### src/rtl/hpdl1414_scanner_if.sv
// hpdl1414_scanner_if: character-memory read port, display bus and caret strobe of the scanner.
interface hpdl1414_scanner_if;
    logic       o_read_enable;
    logic [3:0] o_read_address;
    logic [7:0] i_read_data;
    logic       o_caret_strobe;
    logic [1:0] o_disp_addr;
    logic [6:0] o_disp_data;
    logic [3:0] o_disp_wr_n;
    logic       o_frame_done;
    modport master (
        output o_read_enable, o_read_address, o_caret_strobe,
        output o_disp_addr, o_disp_data, o_disp_wr_n, o_frame_done,
        input  i_read_data
    );
    modport slave (
        input  o_read_enable, o_read_address, o_caret_strobe,
        input  o_disp_addr, o_disp_data, o_disp_wr_n, o_frame_done,
        output i_read_data
    );
endinterface

### src/rtl/hpdl1414_scanner.sv
// hpdl1414_scanner: refreshes 16 memory characters into four cascaded HPDL1414s and drives the caret blink strobe.
// Define HPDL1414_CHARSET_FOLD_EN to fold lowercase to uppercase and blank bytes the display cannot show.
module hpdl1414_scanner #(
    parameter int SETUP_CYCLES = 3,
    parameter int WR_CYCLES    = 8,
    parameter int HOLD_CYCLES  = 2,
    parameter int GAP_CYCLES   = 64,
    parameter int BLINK_DIV    = 12500000
) (
    input logic i_clk,
    input logic i_rst,
    hpdl1414_scanner_if.master bus
);
    typedef enum logic [2:0] {IDLE, READ, LATCH, SETUP, WRITE, HOLD, GAP} state_t;
    localparam logic [15:0] SETUP_N = 16'(SETUP_CYCLES - 1);
    localparam logic [15:0] WR_N    = 16'(WR_CYCLES - 1);
    localparam logic [15:0] HOLD_N  = 16'(HOLD_CYCLES - 1);
    localparam logic [15:0] GAP_N   = 16'(GAP_CYCLES - 1);
    localparam logic [23:0] BLINK_N = 24'(BLINK_DIV - 1);
    state_t      state;
    logic [3:0]  idx;
    logic [15:0] cnt;
    logic [23:0] blink_cnt;
    logic [7:0]  rd;
    logic [6:0]  glyph;
    assign rd = bus.i_read_data;
`ifdef HPDL1414_CHARSET_FOLD_EN
    assign glyph = (rd >= 8'h61 && rd <= 8'h7A) ? 7'(rd - 8'h20) :
                   (rd < 8'h20 || rd > 8'h5F)   ? 7'h20 : rd[6:0];
`else
    logic unused_msb;
    assign unused_msb = rd[7];
    assign glyph = rd[6:0];
`endif
    // Phase counter is loaded with length-1 on phase entry and the phase ends when it reaches zero.
    always_ff @(posedge i_clk) begin
        if (i_rst) begin
            state              <= IDLE;
            idx                <= '0;
            cnt                <= '0;
            bus.o_read_enable  <= 1'b0;
            bus.o_read_address <= '0;
            bus.o_disp_addr    <= '0;
            bus.o_disp_data    <= '0;
            bus.o_disp_wr_n    <= 4'hF;
            bus.o_frame_done   <= 1'b0;
        end else begin
            bus.o_frame_done <= 1'b0;
            cnt              <= cnt - 16'd1;
            case (state)
                IDLE: begin
                    state              <= READ;
                    idx                <= '0;
                    bus.o_read_enable  <= 1'b1;
                    bus.o_read_address <= '0;
                end
                READ: begin
                    state             <= LATCH;
                    bus.o_read_enable <= 1'b0;
                end
                LATCH: begin
                    state           <= SETUP;
                    cnt             <= SETUP_N;
                    bus.o_disp_data <= glyph;
                    bus.o_disp_addr <= ~idx[1:0];
                end
                SETUP: if (cnt == '0) begin
                    state           <= WRITE;
                    cnt             <= WR_N;
                    bus.o_disp_wr_n <= ~(4'b0001 << idx[3:2]);
                end
                WRITE: if (cnt == '0) begin
                    state           <= HOLD;
                    cnt             <= HOLD_N;
                    bus.o_disp_wr_n <= 4'hF;
                end
                HOLD: if (cnt == '0) begin
                    if (idx == 4'd15) begin
                        state            <= GAP;
                        cnt              <= GAP_N;
                        idx              <= '0;
                        bus.o_frame_done <= 1'b1;
                    end else begin
                        state              <= READ;
                        idx                <= idx + 4'd1;
                        bus.o_read_enable  <= 1'b1;
                        bus.o_read_address <= idx + 4'd1;
                    end
                end
                GAP: if (cnt == '0) begin
                    state              <= READ;
                    bus.o_read_enable  <= 1'b1;
                    bus.o_read_address <= idx;
                end
                default: state <= IDLE;
            endcase
        end
    end
    always_ff @(posedge i_clk) begin
        if (i_rst) begin
            blink_cnt          <= '0;
            bus.o_caret_strobe <= 1'b0;
        end else if (blink_cnt == BLINK_N) begin
            blink_cnt          <= '0;
            bus.o_caret_strobe <= ~bus.o_caret_strobe;
        end else begin
            blink_cnt <= blink_cnt + 24'd1;
        end
    end
endmodule
### src/flat_wrapper.sv
// flat-port wrapper written by rule: the top's interface ports become plain ports
module hpdl1414_scanner_flat 
#(
    parameter int SETUP_CYCLES = 3,
    parameter int WR_CYCLES    = 8,
    parameter int HOLD_CYCLES  = 2,
    parameter int GAP_CYCLES   = 64,
    parameter int BLINK_DIV    = 12500000
)
  (i_clk, i_rst, bus_o_read_enable, bus_o_read_address, bus_o_caret_strobe, bus_o_disp_addr, bus_o_disp_data, bus_o_disp_wr_n, bus_o_frame_done, bus_i_read_data);
  hpdl1414_scanner_if bus_i ();
  input logic i_clk;
  input logic i_rst;
  output wire logic [$bits(bus_i.o_read_enable)-1:0] bus_o_read_enable;
  output wire logic [$bits(bus_i.o_read_address)-1:0] bus_o_read_address;
  output wire logic [$bits(bus_i.o_caret_strobe)-1:0] bus_o_caret_strobe;
  output wire logic [$bits(bus_i.o_disp_addr)-1:0] bus_o_disp_addr;
  output wire logic [$bits(bus_i.o_disp_data)-1:0] bus_o_disp_data;
  output wire logic [$bits(bus_i.o_disp_wr_n)-1:0] bus_o_disp_wr_n;
  output wire logic [$bits(bus_i.o_frame_done)-1:0] bus_o_frame_done;
  input wire logic [$bits(bus_i.i_read_data)-1:0] bus_i_read_data;
  assign bus_o_read_enable = bus_i.o_read_enable;
  assign bus_o_read_address = bus_i.o_read_address;
  assign bus_o_caret_strobe = bus_i.o_caret_strobe;
  assign bus_o_disp_addr = bus_i.o_disp_addr;
  assign bus_o_disp_data = bus_i.o_disp_data;
  assign bus_o_disp_wr_n = bus_i.o_disp_wr_n;
  assign bus_o_frame_done = bus_i.o_frame_done;
  assign bus_i.i_read_data = bus_i_read_data;
  hpdl1414_scanner #(.SETUP_CYCLES(SETUP_CYCLES), .WR_CYCLES(WR_CYCLES), .HOLD_CYCLES(HOLD_CYCLES), .GAP_CYCLES(GAP_CYCLES), .BLINK_DIV(BLINK_DIV)) u_core (.i_clk(i_clk), .i_rst(i_rst), .bus(bus_i));
endmodule
### config.mk
export PLATFORM = sky130hd
export DESIGN_NAME = hpdl1414_scanner_flat
export DESIGN_NICKNAME = d
export VERILOG_FILES = /design/src/rtl/hpdl1414_scanner_if.sv /design/src/rtl/hpdl1414_scanner.sv /design/src/flat_wrapper.sv
export SDC_FILE = /design/constraint.sdc
export NUM_CORES = 1
export LEC_CHECK = 0
export ABC_AREA = 1
export BUFFER_PORTS_ARGS = -buffer_cell sky130_fd_sc_hd__buf_2
export CAP_MARGIN = 40
export CELL_PAD_IN_SITES_DETAIL_PLACEMENT = 0
export CELL_PAD_IN_SITES_GLOBAL_PLACEMENT = 1
export CORE_MARGIN = 2
export CORE_UTILIZATION = 39
export DETAILED_ROUTE_END_ITERATION = 12
export PLACE_DENSITY_LB_ADDON = 0.1
export SYNTH_ARGS = -nofsm -noshare
export SYNTH_HDL_FRONTEND = slang
export SYNTH_SLANG_ARGS = --single-unit
export TNS_END_PERCENT = 5
### constraint.sdc
create_clock -name i_clk -period 1.3 [get_ports i_clk]
set_input_delay 0.195 -clock i_clk [delete_from_list [all_inputs] [get_ports i_clk]]
set_output_delay 0.195 -clock i_clk [all_outputs]
set_load 0.03 [all_outputs]
### After elaboration in Yosys (flattened, before gate mapping)

Cells that the tools add are included.

* register bits after elaboration: 67
* output and inout port bits: 20
* word-level logic and storage cells: 72

* add/sub/neg operators: 3
* equal/unequal tests: 13
* shifts and indexed selects: 1
* multiplexer cells: 26
* bitwise operators: 5
* reduce and logical (&&, ||, !) cells: 13

Operator list (count)
* $mux 16: 4
* $pmux 16 s4: 1
* $mux 4: 7
* $add 24x1->24 const B: 1
* $eq 24x24->1 const B: 1
* $pmux 3 s7: 1
* $logic_not 16->1: 1
* $pmux 4 s2: 2
* $sub 16x1->16 const B: 1
* $mux 3: 5
* $pmux 4 s3: 1
* $reduce_and 4->1: 3
* $eq 3x3->1 const B: 3
* $ne 2x1->1 const B: 4
* $eq 3x2->1 const B: 2
* $add 4x1->4 const B: 1
* $eq 4x4->1 const B: 1
* $mux 1: 4
* $not 4->4: 1
* $pmux 1 s4: 1
* $reduce_bool 2->1: 2
* $reduce_bool 4->1: 1
* $shl 1x2->4 const A: 1
* $eq 3x1->1 const B: 1
* 9 further kinds: 11

### Logic depth before layout (Yosys ltp)

Gate-level depths: netlist of run 1.

* depth in word-level cells: 4
* depth in mapped cells: 11

### Worst setup path before layout of run 1

No wires, ideal clock.

* path type: register to register
* from: reg u_core.blink_cnt[0]
* to: reg u_core.blink_cnt[15]
* library setup time: 115 ps
* data arrival time: 1349 ps
* required time: 1185 ps
* path slack: -163 ps
* cell stages (with the launch flop): 10
* buffers on the path: 1
* cells stage by stage: dfxtp_1 -> ha_1 -> nand2_1 -> nor2_4 -> inv_2 -> nor2_1 -> nand3_1 -> nand2_2 -> buf_4 -> nor2_1

* cells in the longest elaborated chain, start to end: 2
* elaborated cells between the ends (all ways): 3

Ends and longest elaborated chain
* start: declaration: line hpdl1414_scanner.sv:23 `logic [23:0] blink_cnt;`
* start signal: assignment: line hpdl1414_scanner.sv:107 `blink_cnt <= blink_cnt + 24'd1;`
* branches (longest 2 deep; another with $add 24x1->24)

Several ways; the timed one is not identified.
A chain may end at the register's enable or synchronous reset.

### Worst setup path after layout of run 1

* from: reg u_core.blink_cnt[0]
* to: reg u_core.blink_cnt[2]

Same word-level chain as after synthesis.

==> impl_results.md, run 1 <==
- Commonest non-fill, non-tap cell in the layout: buf_4
- Clock root buffer: clkbuf_8
- Mux contribution to synthesized area: 0.295%
- Global placement routability congestion: 0.848
- Worst R2R Start: u_core.blink_cnt[0]
- CTS Sinks: 67
- Area of the multi-input gates: 0.00198 mm²
- Hold Crit Class: primary input to flip-flop
- Worst Setup EP: u_core.blink_cnt[2]
- Vias: 3,394
- Crit Path Max Fanout: 12
- Post-Route WL: 8580 µm
- Yosys Warn Count: 0
- Layout Nets: 634
- Status: finished, violations left
- CTS clock-pin slew for the worst setup and hold paths: 70 ps
- DRT iter0 DRCs: 85
- R2R Setup Slk: -100 ps
- Dpl hpwl: 6410 µm
- Worst path bufs/invs: 2
- Startpoint type of the worst setup path: flip-flop
- Inserted Clock Buffers: 9
- Post-synthesis cell area: 0.00339 mm²
- Fraction of the mapped netlist area in simple logic gates: 36.6%
- Die Wd: 97.3 µm
- Worst relative slew slack: 83.6%
- Fin Setup TNS: -3570 ps
- Final setup viols: 49
- Drc violations: 0
- Average routed wire per standard cell: 11.7 µm
- H-Tree Depth: 3
- Setup Crit Path Kind: flip-flop to flip-flop
- Max-cap viol count: 0
- Inserted Diodes: 0
- GR Overflow Total: 0
- Tot GR Track Use: 19.2%
- Share of cells above drive strength 1: 37.0%
- TritonCTS clock tree: done
- Crit path depth: 9
- Failing checks: negative setup slack
- Critical Path Source: u_core.blink_cnt[0]
- Most frequent CP cell: nand2_4
- Crit share post-route: 108%
- Logic pwr share: 49.8%
- Critical path's top delay family: simple AND/OR/NAND/NOR gates
- Syn Nets: 499
- Synth Area in XOR/XNOR: 4.91%
- Clk buf depth: 2
- Initial Utilization: 39.5%
- Psw: 3.47 mW
- Count of different cell masters after synthesis: 35
- Storage cell area: 0.00136 mm²
- Number of global-route vias before repair: 3,308
- Sequential share of the synthesized area: 39.5%
- CP max-delay cell: dfxtp_2
- Mean Syn Cell Area: 6.98 µm²
- First-pass GRT wire length: 14,900 µm
- PwrDens: 1830 mW/mm²
- Max IR drop VDD: 0.00104 V
- Die area: 0.00946 mm²
- Critical path's largest stage delay: 350 ps
- Largest net degree at the start of global routing: 17
- Cell Rows: 34
- Lkg Pwr: 2.12 nW
- Compound-gate portion of the synthesized area: 9.15%
- R2r worst-path depth: 9
- RSZ-0062 raised after global routing: yes
- Finished Cell Area: 0.00487 mm²
- Maximum clock frequency: 714 MHz
- Worst setup margin: -100 ps
- Slew Viols, Final: 0
- Antenna violations before repair: 0
- Area Growth Syn to Fin: 43.5%
- Mapped Cells: 486
- WP data required: 1530 ps
- Drt via density: 4.63
- Min Tclk post-route: 1400 ps
- Fillcell total: 831
- CP Cell Sequence: ha_4, nand2_4, nor2_4, inv_2, nor2_2, nand3_2, nand2_4, buf_12, nor3b_1
- IO Pins: 30
- Post-route ant nets: 0
- Total design power: 8.89 mW
- Final core occ: 56.6%
- Clk_lat worst skew: 330 ps
- Die Y-Extent: 97.3 µm
- Place WS: -166 ps
- DRT Pass-1 Iters: 4
- Port-buffer cells: 28
- Flops & latches, synth: 67
- Share of power burned in registers: 30.8%
- Pint: 5.42 mW
- Switching share of total power: 39.0%
- Layout Skew: 8.00 ps
- Highest-count cells in the layout ignoring fill and taps: 99 x buf_4, 98 x nand2_1, 68 x nor2_1
- Core Footprint: 0.00859 mm²
- Post-DP Area: 0.00442 mm²
- Least-Margin Pin Slew: 245 ps
- Clk pwr share: 19.4%
- Adder-cell share of the synthesized area: 1.11%
- Crit path capture type: flip-flop
- Final Hold Vio Count: 0
- Data arrival, critical path: 1630 ps
- End of the worst register-to-register path: u_core.blink_cnt[2]
- Main combinational cell family by area after synthesis: simple AND/OR/NAND/NOR gates
- Hold-fix buffers, CTS: 0
worst min-delay path by stage:
stage / startpoint / endpoint / slack (ps) / cells past startpoint
4_1_cts: bus_i_read_data[0] / u_core.bus.o_disp_data[0] / 80 / 3
5_1_grt: bus_i_read_data[3] / u_core.bus.o_disp_data[3] / 90 / 3
3_5_place_dp: u_core.bus.o_read_enable / u_core.bus.o_read_enable / 440 / 2
2_1_floorplan: bus_i_read_data[0] / u_core.bus.o_disp_data[0] / 340 / 2
3_3_place_gp: u_core.bus.o_read_enable / u_core.bus.o_read_enable / 440 / 2
6_report: bus_i_read_data[5] / u_core.bus.o_disp_data[5] / 100 / 3
cells in the mapped netlist:
library cell | number | area (µm²)
buf_4 | 5 | 37.5
o211ai_1 | 4 | 30.0
nand2_1 | 106 | 398
o21ai_0 | 12 | 60.1
nor2_8 | 1 | 20.0
nand2_2 | 8 | 50.1
clkbuf_1 | 3 | 11.3
ha_1 | 3 | 37.5
or2_2 | 1 | 6.26
or2_0 | 1 | 6.26
mux2i_1 | 1 | 10.0
nand3_1 | 23 | 115
nor2_4 | 4 | 45.0
o21ai_2 | 2 | 17.5
nand4_2 | 1 | 12.5
nand3_2 | 5 | 50.1
nor2_1 | 82 | 308
buf_2 | 1 | 5.00
o21bai_1 | 1 | 7.51
o21ai_1 | 3 | 15.0
nor2_2 | 3 | 18.8
inv_1 | 57 | 214
a21oi_2 | 1 | 8.76
a21oi_1 | 33 | 165
nor3_2 | 1 | 10.0
xnor2_1 | 3 | 26.3
nand4_1 | 10 | 62.6
o22ai_1 | 1 | 6.26
nand3b_1 | 3 | 22.5
nor3_1 | 15 | 75.1
xor2_1 | 16 | 140
nor3b_1 | 3 | 22.5
dfxtp_1 | 67 | 1340
nand3_4 | 1 | 17.5
inv_2 | 5 | 18.8
sequential cells by signal, summed over array words and instances, names as in the netlist:
| signal | count |
|---|---|
| u_core.bus.o_disp_wr_n | 4 |
| u_core.bus.o_caret_strobe | 1 |
| u_core.blink_cnt | 24 |
| u_core.bus.o_disp_addr | 2 |
| u_core.state | 3 |
| u_core.bus.o_read_enable | 1 |
| u_core.idx | 4 |
| u_core.bus.o_read_address | 4 |
| u_core.cnt | 16 |
| u_core.bus.o_disp_data | 7 |
| u_core.bus.o_frame_done | 1 |
stage by stage:
step	hold slack [ps]	std cells
after global placement	439	713
after floorplan	339	486
after detailed placement	438	713
after global routing	89.4	733
final	97.3	733
after CTS	76.4	733
worst reg2reg max path: stages (launching register included):
cell     delay (ps)
dfxtp_2         350
ha_4            150
nand2_4          50
nor2_4          140
inv_2            50
nor2_2          110
nand3_2         120
nand2_4         130
buf_12          140
nor3b_1          50
power groups by stage:
| stage | logic (mW) | registers (mW) | clock network [mW] |
|---|---|---|---|
| after floorplan | 2.26 | 2.96 | 0 |
| after global placement | 4.00 | 2.73 | 0 |
| after detailed placement | 4.07 | 2.74 | 0 |
| after CTS | 4.31 | 2.72 | 1.80 |
| after global routing | 4.92 | 2.79 | 1.90 |
| final | 4.43 | 2.73 | 1.73 |
cell type report:
type,instances,share of cell area (%)
Multi-Input combinational cell,348,40.6
Sequential cell,67,27.9
Timing Repair Buffer,133,19.9
Inverter,62,4.86
Clock buffer,13,3.26
Tap cell,108,2.78
Clock inverter,2,0.720
cell families after synthesis:
kind of cell	count (synthesis)
and+or+nand+nor	268
buffers and inverters	71
adders and majority gates	3
AOI/OAI and AO/OA	57
DFF	67
muxes	1
xor gates and xnor gates	19
what timing repair did:
item                                    in CTS  in global routing
pin swaps                                    6                  7
gates resized for setup                     32                 30
gates cloned                                 1                  0
endpoints found under the setup margin      63                 65
buffers inserted                             4                  2
layer usage:
metal | track usage, % | vias to the layer above | share of wire [%] | routed length, µm
met2 | 34.1 | 40 | 51 | 4350
met5 | 0 | - | 0 | 0
li1 | - | 1819 | - | -
met3 | 4.24 | 9 | 2.6 | 220
met1 | 23.4 | 1526 | 46 | 3910
met4 | 5.45 | 0 | 1.1 | 95
Note: power is estimated with default switching activity, not from simulation.
==> run 2: changes to the inputs <==
Settings changed: BUFFER_PORTS_ARGS -buffer_cell sky130_fd_sc_hd__buf_2 to -buffer_cell sky130_fd_sc_hd__buf_4.
==> impl_results.md, run 2 (synthesis results as in run 1) <==
- Die area: 0.00946 mm² (unchanged)
- Max IR drop VDD: 0.00117 V (+13%)
- Inserted Clock Buffers: 9 (unchanged)
- Status: finished, violations left
- Dpl hpwl: 6220 µm (-3.0%)
- Least-Margin Pin Slew: 265 ps (+20.4 ps)
- Largest register FFs: 24 (unchanged)
- Startpoint type of the worst setup path: flip-flop
- Hold path start: bus_i_read_data[5]
- Post-route ant nets: 0 (unchanged)
- GR Overflow Total: 0 (unchanged)
- Final core occ: 57.3% (+0.67 points)
- Commonest non-fill, non-tap cell in the layout: buf_4
- Psw: 3.60 mW (+3.7%)
- Fin Setup TNS: -3950 ps (-379 ps)
- Crit path capture type: flip-flop
- Clock root buffer: clkbuf_8
- Hold Crit Class: primary input to flip-flop
- H-Tree Depth: 3 (unchanged)
- Place WS: -174 ps (-7.81 ps)
- Most frequent CP cell: buf_4
- IO Pins: 30 (unchanged)
- Inserted Diodes: 0 (unchanged)
- Share of cells above drive strength 1: 38.3% (+1.4 points)
- Lkg Pwr: 2.10 nW (-0.69%)
- Hold-fix buffers, CTS: 0 (unchanged)
- Crit Path Max Fanout: 4 (-8)
- Pint: 5.39 mW (-0.62%)
- Die Wd: 97.3 µm (unchanged)
- Worst setup margin: -175 ps (-75.1 ps)
- CP Cell Sequence: buf_4, inv_1, nand4_1, nor2_2, buf_4, buf_4, xor2_1, nor2_1
- Initial Utilization: 39.5% (unchanged)
- DRT Pass-1 Iters: 4 (unchanged)
- Switching share of total power: 40.0% (+1.0 points)
- Critical path's largest stage delay: 340 ps (about the same)
- R2R Setup Slk: -180 ps (-80 ps)
- Global placement routability congestion: 0.817 (-3.7%)
- Share of power burned in registers: 30.5% (-0.3 points)
- Clk buf depth: 2 (unchanged)
- Cell Rows: 34 (unchanged)
- Min Tclk post-route: 1480 ps (+75.1 ps)
- Largest net degree at the start of global routing: 25 (+8)
- R2r worst-path depth: 8 (-1)
- Layout Skew: 9.10 ps (+1.09 ps)
- Drc violations: 0 (unchanged)
- CP max-delay cell: dfxtp_1
- Average routed wire per standard cell: 12.1 µm (+3.1%)
- Drt via density: 4.68 (+1.1%)
- Core Footprint: 0.00859 mm² (unchanged)
- TritonCTS clock tree: done
- Worst relative slew slack: 82.2% (-1.4 points)
- Final setup viols: 47 (-4.1%)
- Vias: 3,389 (-0.15%)
- Final Hold Vio Count: 0 (unchanged)
- Hold Worst Slack: 97.9 ps (+0.560 ps)
- Port-buffer cells: 28 (unchanged)
- CTS Sinks: 67 (unchanged)
- Data arrival, critical path: 1720 ps (+90 ps)
- PwrDens: 1830 mW/mm² (about the same)
- Setup Crit Path Kind: flip-flop to flip-flop
- Largest regs: u_core.blink_cnt: 24 flops, u_core.cnt: 16 flops, u_core.bus.o_disp_data: 7 flops
- Slew Viols, Final: 0 (unchanged)
- Worst R2R Start: u_core.cnt[3]
- Layout Nets: 625 (-1.4%)
- Crit share post-route: 113% (+5.8 points)
- Clk_lat worst skew: 350 ps (+20 ps)
- Worst hold path stage count: 3 (unchanged)
- Logic pwr share: 51.3% (+1.5 points)
- Highest-count cells in the layout ignoring fill and taps: 120 x buf_4, 97 x nand2_1, 67 x nor2_1
- Clk pwr share: 18.2% (-1.2 points)
- DRT iter0 DRCs: 90 (+5.9%)
- Top reg by flops: u_core.blink_cnt
- Area Growth Syn to Fin: 45.2%
- WHS Endpoint: u_core.bus.o_disp_data[5]
- CTS clock-pin slew for the worst setup and hold paths: 70 ps (about the same)
- End of the worst register-to-register path: u_core.cnt[9]
- Maximum clock frequency: 678 MHz (-5.1%)
- Die Y-Extent: 97.3 µm (unchanged)
- Failing checks: negative setup slack
- Number of global-route vias before repair: 3,174 (-4.1%)
- First-pass GRT wire length: 14,400 µm (-3.5%)
- Tot GR Track Use: 18.6% (-0.57 points)
- Worst path bufs/invs: 4 (+2)
- Max-cap viol count: 0 (unchanged)
- Post-Route WL: 8740 µm (+1.8%)
- Critical path's top delay family: simple AND/OR/NAND/NOR gates
- Antenna violations before repair: 0 (unchanged)
- WP data required: 1540 ps (about the same)
- RSZ-0062 raised after global routing: yes
-- run 2: cell count changes in the layout (fill, tap and decap cells not counted), sizes merged --
cell,change
buf,-10
bufinv,-1
clkbuf,+1
clkinv,+1
-- run 2: power by group through the flow --
| stage | Sequential (mW) | Clock (mW) | Combinational [mW] |
|---|---|---|---|
| floorplan | 2.96 | 0 | 2.26 |
| global placement | 2.74 | 0 | 3.98 |
| detailed placement | 2.74 | 0 | 4.02 |
| CTS | 2.72 | 1.70 | 4.41 |
| global route | 2.79 | 1.78 | 5.14 |
| finish | 2.75 | 1.63 | 4.61 |
-- run 2: worst register-to-register path, cell delays in order (launching register included) --
cell	delay, ps
dfxtp_1	340
buf_4	140
inv_1	50
nand4_1	220
nor2_2	220
buf_4	130
buf_4	90
xor2_1	130
nor2_1	60
-- run 2: worst max path at each step --
stage                              startpoint             endpoint  slack [ps]  depth (start not counted)
final                           u_core.cnt[3]        u_core.cnt[9]        -180                          8
after global placement          u_core.cnt[5]        u_core.idx[3]        -140                          8
after floorplan           u_core.blink_cnt[1]  u_core.blink_cnt[5]         -60                          9
after detailed placement        u_core.cnt[5]        u_core.cnt[7]        -170                          8
after global routing            u_core.cnt[3]        u_core.cnt[9]        -260                          8
after CTS                       u_core.cnt[0]        u_core.cnt[7]        -140                          9
-- run 2: what timing repair did --
item | in CTS | in global routing
setup buffers | 0 | 5
endpoints found under the setup margin | 60 | 62
gates cloned | 0 | 2
gates resized for setup | 33 | 40
pin swaps | 8 | 8
-- run 2: final cells by class --
cell class | count | area, µm²
Inverter | 62 | 236
Tap cell | 108 | 135
Multi-Input combinational cell | 348 | 2050
Clock buffer | 13 | 169
Timing Repair Buffer | 124 | 968
Clock inverter | 2 | 10.0
Sequential cell | 67 | 1360
Fill cell | 815 | 3670
-- run 2: through the flow --
| step | instance area (µm²) | power [mW] | std cells |
|---|---|---|---|
| final | 4920 | 8.99 | 724 |
| after global routing | 4920 | 9.71 | 724 |
| after CTS | 4720 | 8.83 | 717 |
| after detailed placement | 4410 | 6.76 | 702 |
| after global placement | 4410 | 6.72 | 702 |
| after floorplan | 3450 | 5.23 | 486 |
-- run 2: per-layer routing --
layer	global-route usage, %	vias to the layer above	part of all wire, %
li1	-	1796	-
met1	23.7	1534	47
met2	31.0	41	48
met3	3.24	18	2.2
met4	8.44	0	2.7
met5	0	-	0
==> run 3: changes to the inputs <==
Settings changed: PLACE_DENSITY_LB_ADDON 0.1 to 0.25.
==> impl_results.md, run 3 (synthesis results as in run 1) <==
- Largest net degree at the start of global routing: 14 (-44%)
- Critical path's largest stage delay: 360 ps (+20 ps)
- Status: finished, violations left
- Worst path bufs/invs: 0 (-4)
- Setup Crit Path Kind: flip-flop to flip-flop
- Drt via density: 4.62 (-1.4%)
- Lkg Pwr: 2.07 nW (-1.4%)
- Cell Rows: 34 (unchanged)
- Worst hold path stage count: 2 (-1)
- Maximum clock frequency: 700 MHz (+3.3%)
- Worst R2R Start: u_core.blink_cnt[1]
- Post-route ant nets: 0 (unchanged)
- RSZ-0062 raised after global routing: yes
- Global placement routability congestion: 0.840 (+2.8%)
- Commonest non-fill, non-tap cell in the layout: buf_4
- Final setup viols: 54 (+15%)
- DRT iter0 DRCs: 119 (+32%)
- Port-buffer cells: 28 (unchanged)
- Final Non-Filler Cells: 725 (+0.14%)
- Inserted Clock Buffers: 9 (unchanged)
- CP max-delay cell: dfxtp_4
- Die Y-Extent: 97.3 µm (unchanged)
- Max-cap viol count: 0 (unchanged)
- Die area: 0.00946 mm² (unchanged)
- Placed insts: 703 (+0.14%)
- Worst setup margin: -128 ps (+47.1 ps)
- Top reg by flops: u_core.blink_cnt
- Drc violations: 0 (unchanged)
- H-Tree Depth: 3 (unchanged)
- Pint: 5.03 mW (-6.7%)
- IO Pins: 30 (unchanged)
- Core Footprint: 0.00859 mm² (unchanged)
- End of the worst register-to-register path: u_core.blink_cnt[10]
- Layout Skew: 8.97 ps (-0.128 ps)
- Max IR drop VDD: 0.00113 V (-3.3%)
- Area Growth Syn to Fin: 39.9%
- Fillcell total: 844 (+3.6%)
- Clock root buffer: clkbuf_8
- Crit path capture type: flip-flop
- Largest regs: u_core.blink_cnt: 24 flops, u_core.cnt: 16 flops, u_core.bus.o_disp_data: 7 flops
- Final Hold Vio Count: 0 (unchanged)
- Min Tclk post-route: 1430 ps (-47.1 ps)
- Share of power burned in registers: 32.7% (+2.2 points)
- Startpoint type of the worst setup path: flip-flop
- DRT Pass-1 Iters: 4 (unchanged)
- Most frequent CP cell: nor2_4
- WHS Endpoint: u_core.state[1]
- Antenna violations before repair: 0 (unchanged)
- Hold path start: i_rst
- Tot GR Track Use: 17.8% (-0.89 points)
- Inserted Diodes: 0 (unchanged)
- CTS Sinks: 67 (unchanged)
- CP Cell Sequence: ha_4, nand2_4, nor2_4, nand2_2, nor2_4, nand2_1, or2_0, a21oi_1
- Highest-count cells in the layout ignoring fill and taps: 120 x buf_4, 101 x nand2_1, 72 x nor2_1
- Critical path's top delay family: simple AND/OR/NAND/NOR gates
- TritonCTS clock tree: done
- Data arrival, critical path: 1700 ps (-20 ps)
- Slew Viols, Final: 0 (unchanged)
- Vias: 3,347 (-1.2%)
- CTS clock-pin slew for the worst setup and hold paths: 80 ps (about the same)
- Die Wd: 97.3 µm (unchanged)
- Layout Nets: 625 (unchanged)
- Failing checks: negative setup slack
- Largest register FFs: 24 (unchanged)
- Crit share post-route: 110% (-3.6 points)
- Hold Worst Slack: 56.0 ps (-41.9 ps)
- Psw: 3.35 mW (-6.9%)
- Clk buf depth: 2 (unchanged)
- Logic pwr share: 49.8% (-1.5 points)
- Average routed wire per standard cell: 11.4 µm (-5.6%)
- Initial Utilization: 39.5% (unchanged)
- Clk pwr share: 17.6% (-0.6 points)
- R2R Setup Slk: -130 ps (+50 ps)
- R2r worst-path depth: 8 (unchanged)
- Least-Margin Pin Slew: 289 ps (+24.0 ps)
- First-pass GRT wire length: 13,900 µm (-3.6%)
- WP data required: 1570 ps (+30 ps)
- Switching share of total power: 40.0% (-0.054 points)
- Clk_lat worst skew: 340 ps (about the same)
- Hold-fix buffers, CTS: 0 (unchanged)
- Crit Path Max Fanout: 5 (+1)
- PwrDens: 1760 mW/mm² (-3.3%)
- Worst relative slew slack: 80.7% (-1.5 points)
- Number of global-route vias before repair: 3,140 (-1.1%)
- Dpl hpwl: 6360 µm (+2.3%)
- Post-Route WL: 8260 µm (-5.5%)
- Hold Crit Class: primary input to flip-flop
- GR Overflow Total: 0 (unchanged)
- Share of cells above drive strength 1: 34.2% (-4.1 points)
[run 3: worst register-to-register path, cell delays in order, from the launching register on]
cell and delay, ps:
dfxtp_4 360, ha_4 140, nand2_4 50, nor2_4 120, nand2_2 90, nor2_4 140
nand2_1 120, or2_0 210, a21oi_1 120
[run 3: layout make-up]
cell class | instances | area (µm²) | share of cell area, %
multi-input cells | 348 | 1920 | 40.4
clock buffers | 10 | 128 | 2.69
inverters | 62 | 233 | 4.90
well taps | 108 | 135 | 2.85
clock inverters | 6 | 32.5 | 0.685
repair buffers | 124 | 946 | 19.9
flip-flops and latches | 67 | 1350 | 28.5
[run 3: power groups by stage]
stage	logic [mW]	clock network (mW)	registers (mW)
after CTS	4.13	1.53	2.72
after global placement	3.94	0	2.74
after global routing	4.63	1.61	2.80
after floorplan	2.26	0	2.96
final	4.17	1.47	2.74
after detailed placement	3.99	0	2.75
[run 3: metal layers]
| metal | vias up | track usage [%] | part of all wire [%] |
|---|---|---|---|
| met5 | - | 0 | 0 |
| met4 | 0 | 5.98 | 0.44 |
| met2 | 56 | 27.6 | 44 |
| met1 | 1490 | 24.9 | 52 |
| li1 | 1799 | - | - |
| met3 | 2 | 3.24 | 3.8 |
[run 3: worst max path at each step]
stage / from / to / slack (ps) / cells after the start
final: u_core.blink_cnt[1] / u_core.blink_cnt[10] / -130 / 8
after global routing: u_core.blink_cnt[1] / u_core.blink_cnt[10] / -220 / 8
after CTS: u_core.blink_cnt[1] / u_core.blink_cnt[14] / -110 / 9
after detailed placement: u_core.cnt[5] / u_core.cnt[7] / -140 / 8
after global placement: u_core.cnt[5] / u_core.cnt[7] / -120 / 8
after floorplan: u_core.blink_cnt[1] / u_core.blink_cnt[5] / -60 / 9
[run 3: repair_timing]
action | CTS | global route
pin swaps | 4 | 10
setup buffers | 0 | 6
gates resized for setup | 16 | 25
endpoints found under the setup margin | 63 | 65
[run 3: metrics by stage]
stage | util (%) | setup TNS [ps] | area, µm² | worst slack (ps) | power, mW
finish | 55.2 | -3560 | 4750 | -128 | 8.38
global route | 55.2 | -9570 | 4750 | -222 | 9.04
CTS | 53.8 | -4050 | 4620 | -113 | 8.38
detailed placement | 51.3 | -5370 | 4410 | -140 | 6.74
global placement | 51.3 | -4860 | 4410 | -124 | 6.68
floorplan | - | -1810 | 3450 | -58.5 | 5.23
